===== src/rtl/tdm_dmux_rx.sv =====
// tdm_dmux_rx: serial TDM receiver / channel demultiplexer.
// Hunts for the frame-sync strobe, tracks frame alignment with a flywheel
// that tolerates MISS_LIMIT-1 consecutive missing syncs, and deserialises
// each MSB-first slot into its channel slice of ch_data.
// Optional feature, macro TDM_RX_PARITY_EN: each slot carries one extra
// trailing even-parity bit; mismatches are reported on parity_err.
//
// Handshake: there is no back-pressure. A bit is consumed on every clock
// with enable=1. ch_valid[k] is a one-cycle strobe meaning "slice k of
// ch_data was just reloaded"; the consumer must take it on that cycle.
// frame_done, sync_err and parity_err are one-cycle strobes; sync_lock is
// a level.
module tdm_dmux_rx #(
  parameter int NUM_CH     = 4,
  parameter int CH_WIDTH   = 8,
  parameter int MISS_LIMIT = 2
) (
  input  logic                       clk,
  input  logic                       rst,
  input  logic                       enable,
  input  logic                       sd_in,
  input  logic                       fs_in,
  output logic [NUM_CH*CH_WIDTH-1:0] ch_data,
  output logic [NUM_CH-1:0]          ch_valid,
  output logic                       frame_done,
  output logic                       sync_lock,
  output logic                       sync_err,
  output logic [NUM_CH-1:0]          parity_err
);

`ifdef TDM_RX_PARITY_EN
  localparam int SLOT = CH_WIDTH + 1;
  // Parity mode keeps all data bits; the parity bit itself is never stored.
  localparam int SHW  = CH_WIDTH;
`else
  localparam int SLOT = CH_WIDTH;
  // The final data bit comes straight from sd_in, so one bit fewer is kept.
  localparam int SHW  = CH_WIDTH - 1;
`endif
  localparam int BW = $clog2(SLOT);
  localparam int CW = $clog2(NUM_CH);
  localparam int MW = $clog2(MISS_LIMIT + 1);

  localparam logic [BW-1:0] LAST_BIT = BW'(SLOT - 1);
  localparam logic [CW-1:0] LAST_CH  = CW'(NUM_CH - 1);
  localparam logic [MW-1:0] MISS_MAX = MW'(MISS_LIMIT);

  typedef enum logic [0:0] {
    HUNT = 1'b0,
    RECV = 1'b1
  } state_e;

  // Current FSM state, kept as a named signal for checkers to bind to.
  state_e                     state_q, state_d;
  logic [BW-1:0]              bit_cnt_q, bit_cnt_d;
  logic [CW-1:0]              ch_cnt_q, ch_cnt_d;
  logic [MW-1:0]              miss_cnt_q, miss_cnt_d;
  logic [SHW-1:0]             shift_q, shift_d;

  logic [NUM_CH*CH_WIDTH-1:0] ch_data_d;
  logic [NUM_CH-1:0]          ch_valid_d;
  logic                       frame_done_d;
  logic                       sync_lock_d;
  logic                       sync_err_d;

  logic [CH_WIDTH-1:0]        word;
  logic [MW-1:0]              miss_inc;
  logic                       at_boundary;
  logic                       take_bit;

`ifdef TDM_RX_PARITY_EN
  logic [NUM_CH-1:0]          parity_err_q, parity_err_d;
  logic                       perr;
`endif

  // State register and all registered outputs; reset discards any partial word.
  always_ff @(posedge clk or posedge rst) begin
    if (rst) begin
      state_q      <= HUNT;
      bit_cnt_q    <= '0;
      ch_cnt_q     <= '0;
      miss_cnt_q   <= '0;
      shift_q      <= '0;
      ch_data      <= '0;
      ch_valid     <= '0;
      frame_done   <= 1'b0;
      sync_lock    <= 1'b0;
      sync_err     <= 1'b0;
`ifdef TDM_RX_PARITY_EN
      parity_err_q <= '0;
`endif
    end else begin
      state_q      <= state_d;
      bit_cnt_q    <= bit_cnt_d;
      ch_cnt_q     <= ch_cnt_d;
      miss_cnt_q   <= miss_cnt_d;
      shift_q      <= shift_d;
      ch_data      <= ch_data_d;
      ch_valid     <= ch_valid_d;
      frame_done   <= frame_done_d;
      sync_lock    <= sync_lock_d;
      sync_err     <= sync_err_d;
`ifdef TDM_RX_PARITY_EN
      parity_err_q <= parity_err_d;
`endif
    end
  end

`ifdef TDM_RX_PARITY_EN
  assign parity_err = parity_err_q;
`else
  assign parity_err = '0;
`endif

  // Next-state logic: alignment tracking, bit shifting and slot completion.
  always_comb begin
    state_d      = state_q;
    bit_cnt_d    = bit_cnt_q;
    ch_cnt_d     = ch_cnt_q;
    miss_cnt_d   = miss_cnt_q;
    shift_d      = shift_q;
    ch_data_d    = ch_data;
    ch_valid_d   = '0;
    frame_done_d = 1'b0;
    sync_lock_d  = sync_lock;
    sync_err_d   = 1'b0;
    take_bit     = 1'b0;
    at_boundary  = (bit_cnt_q == '0) && (ch_cnt_q == '0);
    miss_inc     = miss_cnt_q + MW'(1);
`ifdef TDM_RX_PARITY_EN
    parity_err_d = '0;
    word         = shift_q;
    perr         = ^{shift_q, sd_in};
`else
    word         = {shift_q, sd_in};
`endif

    if (enable) begin
      case (state_q)
        HUNT: begin
          if (fs_in) begin
            state_d    = RECV;
            ch_cnt_d   = '0;
            miss_cnt_d = '0;
            bit_cnt_d  = BW'(1);
            take_bit   = 1'b1;
          end
        end
        RECV: begin
          if (at_boundary) begin
            if (fs_in) begin
              miss_cnt_d  = '0;
              sync_lock_d = 1'b1;
              bit_cnt_d   = BW'(1);
              take_bit    = 1'b1;
            end else if (miss_inc == MISS_MAX) begin
              // Too many missing syncs: drop lock and discard this bit.
              state_d     = HUNT;
              miss_cnt_d  = MISS_MAX;
              sync_lock_d = 1'b0;
            end else begin
              // Flywheel: assume the frame started here anyway.
              miss_cnt_d = miss_inc;
              bit_cnt_d  = BW'(1);
              take_bit   = 1'b1;
            end
          end else if (fs_in) begin
            // Misplaced sync: abandon the partial slot and restart the frame.
            sync_err_d  = 1'b1;
            sync_lock_d = 1'b0;
            ch_cnt_d    = '0;
            miss_cnt_d  = '0;
            bit_cnt_d   = BW'(1);
            take_bit    = 1'b1;
          end else begin
            take_bit = 1'b1;
            if (bit_cnt_q == LAST_BIT) begin
              bit_cnt_d = '0;
              for (int k = 0; k < NUM_CH; k++) begin
                if (ch_cnt_q == CW'(k)) begin
                  ch_data_d[k*CH_WIDTH +: CH_WIDTH] = word;
                  ch_valid_d[k] = 1'b1;
`ifdef TDM_RX_PARITY_EN
                  parity_err_d[k] = perr;
`endif
                end
              end
              if (ch_cnt_q == LAST_CH) begin
                ch_cnt_d     = '0;
                frame_done_d = 1'b1;
              end else begin
                ch_cnt_d = ch_cnt_q + CW'(1);
              end
            end else begin
              bit_cnt_d = bit_cnt_q + BW'(1);
            end
          end
        end
        default: state_d = HUNT;
      endcase
    end

    if (take_bit) begin
      shift_d = SHW'({shift_q, sd_in});
    end
  end

endmodule

===== config.mk =====
export PLATFORM = sky130hd
export DESIGN_NAME = tdm_dmux_rx
export DESIGN_NICKNAME = d
export VERILOG_FILES = /design/src/rtl/tdm_dmux_rx.sv
export SDC_FILE = /design/constraint.sdc
export NUM_CORES = 1
export LEC_CHECK = 0
export CAP_MARGIN = 20
export CORE_MARGIN = 3
export CORE_UTILIZATION = 35
export CTS_CLUSTER_SIZE = 20
export DETAILED_ROUTE_END_ITERATION = 8
export MAX_ROUTING_LAYER = met4
export SYNTH_ARGS = -nofsm -noshare
export SYNTH_HDL_FRONTEND = slang
export SYNTH_SLANG_ARGS = --single-unit

===== constraint.sdc =====
create_clock -name clk -period 4.1 [get_ports clk]
set_clock_uncertainty 0.1 [all_clocks]
set_input_delay 1.025 -clock clk [delete_from_list [all_inputs] [get_ports clk]]
set_output_delay 1.025 -clock clk [all_outputs]
set_load 0.005 [all_outputs]

==> impl_metrics.json, run 1 <==
{
  "outcome": "complete, no violations",
  "power.leakage_nw": 1.37,
  "crit_required_ns": 4.19,
  "cap_violations": 0,
  "fillers": 566,
  "antenna_left": 0,
  "grt_max_degree": 29,
  "seq_area_um2": 1330,
  "yosysWarnings": 0,
  "die_w_um": 87.2,
  "grt_usage": 0.129,
  "finalSetupTns_ns": 0,
  "async_flop_share": 1.00,
  "wl_per_cell_um": 15.0,
  "synth_ff_type": "dfrtp_1",
  "multi_input_area_um2": 881,
  "gp_congestion": 0.820,
  "core_area_um2": 6170,
  "syn_to_final_growth_pct": 24.2,
  "hold_viol": 0,
  "via_per_inst": 4.77,
  "syn_avg_cell_area_um2": 14.3,
  "wirelength_met1_mm": 2.10,
  "synthCells": 161,
  "cp-start-kind": "primary input",
  "post_cts_resized": 0,
  "slew_violations": 0,
  "max-clock-path-buffers": 2,
  "hold_buffers": 0,
  "rows": 28,
  "grt_pass1_vias": 1424,
  "met3_wirelength_um": 190,
  "path_class": "in2reg",
  "wl_mm": 4.24,
  "nets": 220,
  "layout_common_cells": "53 x dfrtp_1, 43 x clkdlybuf4s50_1, 38 x mux2_2, 9 x inv_1, 8 x ha_1",
  "ys_seq_area_frac": 0.575,
  "drt_iter0_markers": 51,
  "cts_root_buf": "clkbuf_8",
  "die-area_um2": 7610,
  "maxSlewHeadroom": 0.607,
  "cts.sinks": 53,
  "ys_seq_elements": 53,
  "crit_fanout": 9,
  "period_minus_slack_ns": 2.69,
  "first_pass_iters": 4,
  "cts_tree": "built",
  "cts_setup_buffers": 0,
  "setup_violations": 0,
  "arrival_ns": 2.78,
  "route.met2.wl_mm": 1.89,
  "worstMarginPinSlew_ns": 0.589,
  "drive_gt1_frac": 0.275,
  "grt_pass1_wl_mm": 7.29,
  "vias": 1345,
  "cts_buffers": 5,
  "synth_edf_count": 0,
  "final_common_cell": "dfrtp_1",
  "hold_path_class": "reg2reg",
  "syn_area_um2": 2310,
  "top_layer": "met4",
  "clk_pin_slew_worst_paths_ns": 0.09,
  "grt_antenna_before_repair": 0,
  "die_h_um": 87.2,
  "overflow": 0,
  "ys_types": 34,
  "io_buffers": 43,
  "drc": 0,
  "cts_max_level": 2,
  "final_core_util": 0.465,
  "layout_setup_ws_ns": 1.41,
  "initial_core_util": 0.374,
  "rsz0062_at_grt": "no",
  "hpwlAfterDp_mm": 2.99,
  "antenna_cells": 0,
  "dp_slack_ns": 1.09,
  "post-route-period-util": 0.655,
  "ios": 48,
  "holdWs_ns": 0.384,
  "setup.worst_path.end_class": "flop",
  "clk_latency_ns": 0.30,
  "power.density_nw_per_um2": 413,
  "vdd_drop_max_uv": 198,
  "fmax_mhz": 372
}
-- area by class of cell --
cell class              instances  share of cell area
clock buffers                   6              0.0253
clock inverters                 1             0.00305
inverters                      12              0.0166
multi-input cells              91               0.307
flip-flops and latches         53               0.462
well taps                      75              0.0327
repair buffers                 44               0.153
-- report_power, final --
group | total (mW) | internal, mW | leakage (nW) | switching (mW)
Combinational | 0.235 | 0.130 | 0.617 | 0.105
Sequential | 0.667 | 0.591 | 0.713 | 0.0766
Clock | 0.283 | 0.119 | 0.0412 | 0.165
Total | 1.19 | 0.839 | 1.37 | 0.346
-- worst max-delay path, stage by stage --
cell and delay, ns:
clkdlybuf4s50_1 0.54, and4b_1 0.57, nand3_4 0.18, inv_2 0.12, mux2_2 0.33
-- state kept, by name, summed over array words and instances, names as in the netlist, 2 cells and up --
signal      cells
bit_cnt_q       3
ch_cnt_q        2
ch_data        32
ch_valid        4
miss_cnt_q      2
shift_q         7
-- logic make-up after synthesis --
group	after synthesis	share of synthesized area
buf+inv	20	0.0488
fa+ha+maj	8	0.0434
other cells	1	0.00162
flops	53	0.575
mux	40	0.196
simple gates	24	0.0889
compound gates	15	0.0466
-- path summary, 6_finish.rpt --
check | startpoint | to | slack [ns] | depth (start not counted)
worst max-delay path | fs_in | ch_data[13]$_DFFE_PP0P_ | 1.41 | 5
worst min-delay path | miss_cnt_q[0]$_DFFE_PP0P_ | miss_cnt_q[0]$_DFFE_PP0P_ | 0.38 | 1
worst max register to register | bit_cnt_q[0]$_DFFE_PP0P_ | ch_data[13]$_DFFE_PP0P_ | 1.94 | 6
worst min register to register | miss_cnt_q[0]$_DFFE_PP0P_ | miss_cnt_q[0]$_DFFE_PP0P_ | 0.38 | 1
max in group asynchronous | rst | ch_valid[1]$_DFF_PP0_ | 2.15 | 3
min in group asynchronous | rst | sync_lock$_DFFE_PP0P_ | 1.00 | 2
-- stage by stage --
| stage | cell area (um2) | power [mW] | cells |
|---|---|---|---|
| after floorplan | 2320 | 0.825 | 164 |
| after global placement | 2790 | 0.920 | 275 |
| after detailed placement | 2790 | 0.920 | 275 |
| after CTS | 2870 | 1.21 | 282 |
| after global routing | 2870 | 1.27 | 282 |
| final | 2870 | 1.19 | 282 |
-- cells in the mapped netlist, drive strengths merged, types with 2 or more instances --
cell type / number / area [um2]
dfrtp: 53 / 1330
mux2: 39 / 443
inv: 12 / 47.6
buf: 8 / 65.1
ha: 8 / 100
nand2: 6 / 22.5
o21ai: 5 / 28.8
nand3: 4 / 70.1
nor2: 4 / 15.0
and4b: 3 / 30.0
a22o: 2 / 17.5
-- routing by layer --
metal	GRT usage	vias up
met4	0.0377	0
met3	0.0369	7
met2	0.186	33
li1	-	643
met1	0.177	662
met5	-	-
No activity file was read; power rests on OpenSTA's default activity.
==> inputs of run 2 (changes only) <==
==> constraint.sdc (replaced) <==
create_clock -name clk -period 2.59 [get_ports clk]
set_clock_uncertainty 0.1 [all_clocks]
set_input_delay 0.6475 -clock clk [delete_from_list [all_inputs] [get_ports clk]]
set_output_delay 0.6475 -clock clk [all_outputs]
set_load 0.005 [all_outputs]
==> run 2 against run 1 <==
Against the previous run:
- clock power rose by 98%
- clock-buffer cell count fell by 1
- register-to-register slack got worse by 1.4 ns
- sequential cell count did not move
- power rose by 69%
- sequential share of layout area fell by 1.2 points
- final cell count rose by 1.8%
- first-iteration DRC count rose by 49%
- largest power group unchanged
- highest routed layer unchanged
==> impl_metrics.json, run 2 (synthesis gave the netlist of run 1 again) <==
{
  "outcome": "complete, no violations",
  "crit_fanout": 5,
  "die_h_um": 87.2,
  "die-area_um2": 7610,
  "wl_mm": 4.31,
  "power.leakage_nw": 1.41,
  "hold_end": "miss_cnt_q[0]$_DFFE_PP0P_",
  "die_w_um": 87.2,
  "layout_common_cells": "53 x dfrtp_1, 43 x clkdlybuf4s50_1, 38 x mux2_2, 9 x inv_1, 8 x ha_1",
  "final_core_util": 0.477,
  "r2r_end": "ch_data[15]$_DFFE_PP0P_",
  "cts_buffers": 5,
  "hold_path_class": "reg2reg",
  "power.density_nw_per_um2": 680,
  "antenna_cells": 0,
  "cts_root_buf": "clkbuf_8",
  "rows": 28,
  "grt_pass1_vias": 1472,
  "finalSetupTns_ns": 0,
  "hold_viol": 0,
  "period_minus_slack_ns": 2.12,
  "hold_buffers": 0,
  "reg2reg_slack_ns": 0.50,
  "vdd_drop_max_uv": 299,
  "grt_usage": 0.132,
  "multi_input_area_um2": 881,
  "hold_path_depth": 1,
  "hpwlAfterDp_mm": 3.06,
  "overflow": 0,
  "grt_max_degree": 37,
  "cts_setup_buffers": 0,
  "critical-path-top-delay-family": "simple AND/OR/NAND/NOR gates",
  "fmax_mhz": 472,
  "critPathSlowestCell": "and4b_1",
  "r2r-start": "bit_cnt_q[0]$_DFFE_PP0P_",
  "slowest_delay_ns": 0.48,
  "clk_latency_ns": 0.31,
  "worstRegToRegCells": 6,
  "ios": 48,
  "io_buffers": 43,
  "grt_antenna_before_repair": 0,
  "gp_congestion": 0.827,
  "worstPathCellList": "clkdlybuf4s50_1, and4b_1, nand3_4, inv_2, mux2_2",
  "crit_required_ns": 2.69,
  "antenna_left": 0,
  "slew_violations": 0,
  "seq_area_um2": 1330,
  "setup_violations": 0,
  "rsz0062_at_grt": "no",
  "setup.worst_path.end_class": "flop",
  "syn_to_final_growth_pct": 27.4,
  "cts_max_level": 2,
  "largest_reg_flops": 32,
  "drive_gt1_frac": 0.297,
  "initial_core_util": 0.374,
  "cap_violations": 0,
  "arrival_ns": 2.21,
  "drt_iter0_markers": 76,
  "path_class": "in2reg",
  "post_cts_resized": 0,
  "reg_top3": "ch_data (32), shift_q (7), ch_valid (4)",
  "cp-start-kind": "primary input",
  "max-clock-path-buffers": 2,
  "clk_pin_slew_worst_paths_ns": 0.09,
  "vias": 1379,
  "grt_pass1_wl_mm": 7.47,
  "worstHoldStart": "miss_cnt_q[0]$_DFFE_PP0P_",
  "first_pass_iters": 4,
  "total_power_mw": 2.00,
  "crit_buf_inv": 2,
  "final_common_cell": "dfrtp_1",
  "regMostFlops": "ch_data",
  "core_area_um2": 6170,
  "wl_per_cell_um": 15.0,
  "cts_tree": "built",
  "fillers": 559,
  "cts.sinks": 53,
  "nets": 224,
  "drc": 0,
  "post-route-period-util": 0.817,
  "via_per_inst": 4.80
}
[run 2: changes by cell type in the layout (fill, tap and decap cells not counted)]
cell	previous run	this run
buf_12	0	1
buf_4	1	4
bufinv_16	0	1
clkbuf_1	1	0
clkinv_2	0	1
clkinv_4	1	0
inv_6	0	1
[run 2: routing by layer]
| metal | GRT usage | share of wire |
|---|---|---|
| met5 | - | 0 |
| met4 | 0.0460 | 0.010 |
| met3 | 0.0350 | 0.044 |
| met2 | 0.188 | 0.46 |
| met1 | 0.182 | 0.48 |
[run 2: layout make-up]
type / instances / share of cell area
Sequential cell: 53 / 0.451
Multi-Input combinational cell: 91 / 0.299
Timing Repair Buffer: 48 / 0.163
Tap cell: 75 / 0.0319
Clock buffer: 5 / 0.0234
Inverter: 12 / 0.0162
Clock inverter: 3 / 0.0149
[run 2: through the flow]
stage	setup slack (ns)	hold slack, ns	instances	area (um2)
floorplan	0.556	0.357	164	2320
global placement	0.145	0.375	279	2830
detailed placement	0.132	0.380	279	2830
CTS	0.468	0.392	287	2940
global route	0.374	0.413	287	2940
finish	0.473	0.383	287	2940
[run 2: how the worst max path moves through the flow]
stage / startpoint / end / slack [ns] / cells after the start
4_1_cts: enable / ch_data[15]$_DFFE_PP0P_ / 0.47 / 5
6_report: enable / ch_data[15]$_DFFE_PP0P_ / 0.47 / 5
3_5_place_dp: enable / ch_data[14]$_DFFE_PP0P_ / 0.13 / 5
2_1_floorplan: rst / bit_cnt_q[0]$_DFFE_PP0P_ / 0.56 / 1
3_3_place_gp: enable / ch_data[14]$_DFFE_PP0P_ / 0.14 / 5
5_1_grt: bit_cnt_q[0]$_DFFE_PP0P_ / ch_data[13]$_DFFE_PP0P_ / 0.37 / 6
[run 2: power breakdown]
part	switching (mW)	internal, mW
Combinational	0.168	0.212
Sequential	0.125	0.935
Clock	0.269	0.290
==> inputs of run 3 (changes only) <==
==> constraint.sdc (replaced) <==
create_clock -name clk -period 2.1 [get_ports clk]
set_clock_uncertainty 0.1 [all_clocks]
set_input_delay 0.525 -clock clk [delete_from_list [all_inputs] [get_ports clk]]
set_output_delay 0.525 -clock clk [all_outputs]
set_load 0.005 [all_outputs]
==> run 3 against run 2 <==
Against the previous run:
- clock power rose by 17%
- hold slack improved by 0.011 ns
- clock-buffer cell count did not move
- register-to-register slack lost 0.39 ns
- via count is 0.65% higher
- largest power group unchanged
- combinational power grew 37%
- critical path depth is 1 higher
- power grew 24%
- first-iteration DRC count is 5.3% higher
==> impl_metrics.json, run 3 (synthesis gave the netlist of run 1 again) <==
{
  "die-area_um2": 7610,
  "hold_path_class": "reg2reg",
  "final_common_cell": "dfrtp_1",
  "grt_pass1_wl_mm": 7.30,
  "grt_usage": 0.129,
  "crit_fanout": 5,
  "arrival_ns": 2.08,
  "vias": 1388,
  "setup_violations": 0,
  "clk_latency_ns": 0.30,
  "layout_common_cells": "53 x dfrtp_1, 43 x clkdlybuf4s50_1, 38 x mux2_2, 10 x buf_4, 9 x inv_1",
  "pwr-share-seq": 0.524,
  "gp_congestion": 0.827,
  "outcome": "complete, no violations",
  "slew_violations": 0,
  "stdcell_area_um2": 3000,
  "power.density_nw_per_um2": 825,
  "die_h_um": 87.2,
  "clkPwrFrac": 0.265,
  "crit_required_ns": 2.19,
  "cp-start-kind": "flop",
  "io_buffers": 43,
  "worstHoldStart": "miss_cnt_q[0]$_DFFE_PP0P_",
  "antenna_cells": 0,
  "vdd_drop_max_uv": 337,
  "dp_slack_ns": -0.222,
  "regMostFlops": "ch_data",
  "max-clock-path-buffers": 2,
  "first_pass_iters": 4,
  "power.leakage_nw": 1.44,
  "post-route-period-util": 0.946,
  "cts_max_level": 2,
  "die_w_um": 87.2,
  "placed_area_um2": 2890,
  "fillers": 547,
  "layout_setup_ws_ns": 0.113,
  "overflow": 0,
  "ios": 48,
  "path_class": "reg2reg",
  "rows": 28,
  "rsz0062_at_grt": "no",
  "r2r-start": "bit_cnt_q[1]$_DFFE_PP0P_",
  "grt_max_degree": 54,
  "cts_tree": "built",
  "syn_to_final_growth_pct": 29.9,
  "fmax_mhz": 503,
  "grt_pass1_vias": 1448,
  "hold_buffers": 0,
  "p_switching_uw": 684,
  "wl_mm": 4.34,
  "reg_top3": "ch_data (32), shift_q (7), ch_valid (4)",
  "clk_pin_slew_worst_paths_ns": 0.09,
  "wl_per_cell_um": 14.8,
  "cts_buffers": 5,
  "cap_violations": 0,
  "antenna_left": 0,
  "cts.sinks": 53,
  "drc": 0,
  "post_cts_resized": 0,
  "via_per_inst": 4.74,
  "cts_root_buf": "clkbuf_8",
  "initial_core_util": 0.374,
  "comb_power_share": 0.211,
  "hold_viol": 0,
  "cts_setup_buffers": 0,
  "drt_iter0_markers": 80,
  "intPower_mw": 1.79,
  "nets": 231,
  "period_minus_slack_ns": 1.99,
  "grt_antenna_before_repair": 0,
  "hpwlAfterDp_mm": 3.09,
  "switching_share": 0.276,
  "drive_gt1_frac": 0.317,
  "cp-startpoint": "bit_cnt_q[1]$_DFFE_PP0P_",
  "setup.worst_path.end_class": "flop",
  "largest_reg_flops": 32,
  "core_area_um2": 6170
}
## run 3: path summary, 6_finish.rpt
path | slack (ns) | to | cells past startpoint
max reg2reg | 0.11 | ch_data[14]$_DFFE_PP0P_ | 6
max in group asynchronous | 1.18 | ch_valid[0]$_DFF_PP0_ | 3
min reg2reg | 0.39 | miss_cnt_q[0]$_DFFE_PP0P_ | 1
min in group asynchronous | 0.49 | bit_cnt_q[0]$_DFFE_PP0P_ | 3
min | 0.39 | miss_cnt_q[0]$_DFFE_PP0P_ | 1
max | 0.11 | ch_data[14]$_DFFE_PP0P_ | 6
## run 3: through the flow
step	TNS, ns	total power, mW	cells	hold slack [ns]	util
floorplan	0	1.61	164	0.357	-
global placement	-5.44	1.84	286	0.368	0.469
detailed placement	-6.09	1.85	286	0.390	0.469
CTS	0	2.50	293	0.402	0.486
global route	0	2.63	293	0.432	0.486
finish	0	2.47	293	0.394	0.486
## run 3: cell type report
class | instances | area [um2] | share of cell area
timing repair buffer | 55 | 546 | 0.182
tap | 75 | 93.8 | 0.0313
inverter | 12 | 47.5 | 0.0159
clock buffer | 5 | 68.8 | 0.0230
clock inverter | 2 | 35.0 | 0.0117
sequential | 53 | 1330 | 0.442
multi-input combinational | 91 | 881 | 0.294
## run 3: layer usage
layer  part of all wire  vias to the layer above  global-route usage
li1                   -                      667                   -
met1               0.50                      686               0.178
met2               0.45                       31               0.188
met3              0.040                        4              0.0369
met4             0.0071                        0              0.0335
met5                  0                        -                   -
## run 3: worst max-delay path, stage by stage (launching register included)
cell	delay, ns
dfrtp_1	0.40
ha_1	0.16
ha_1	0.15
and4b_1	0.46
nand3_4	0.16
inv_2	0.11
mux2_2	0.34
## run 3: power groups by stage
stage	Clock (mW)	Combinational, mW	Sequential [mW]
floorplan	0	0.337	1.27
global placement	0	0.518	1.32
detailed placement	0	0.525	1.32
CTS	0.675	0.528	1.30
global route	0.726	0.579	1.32
finish	0.656	0.522	1.30
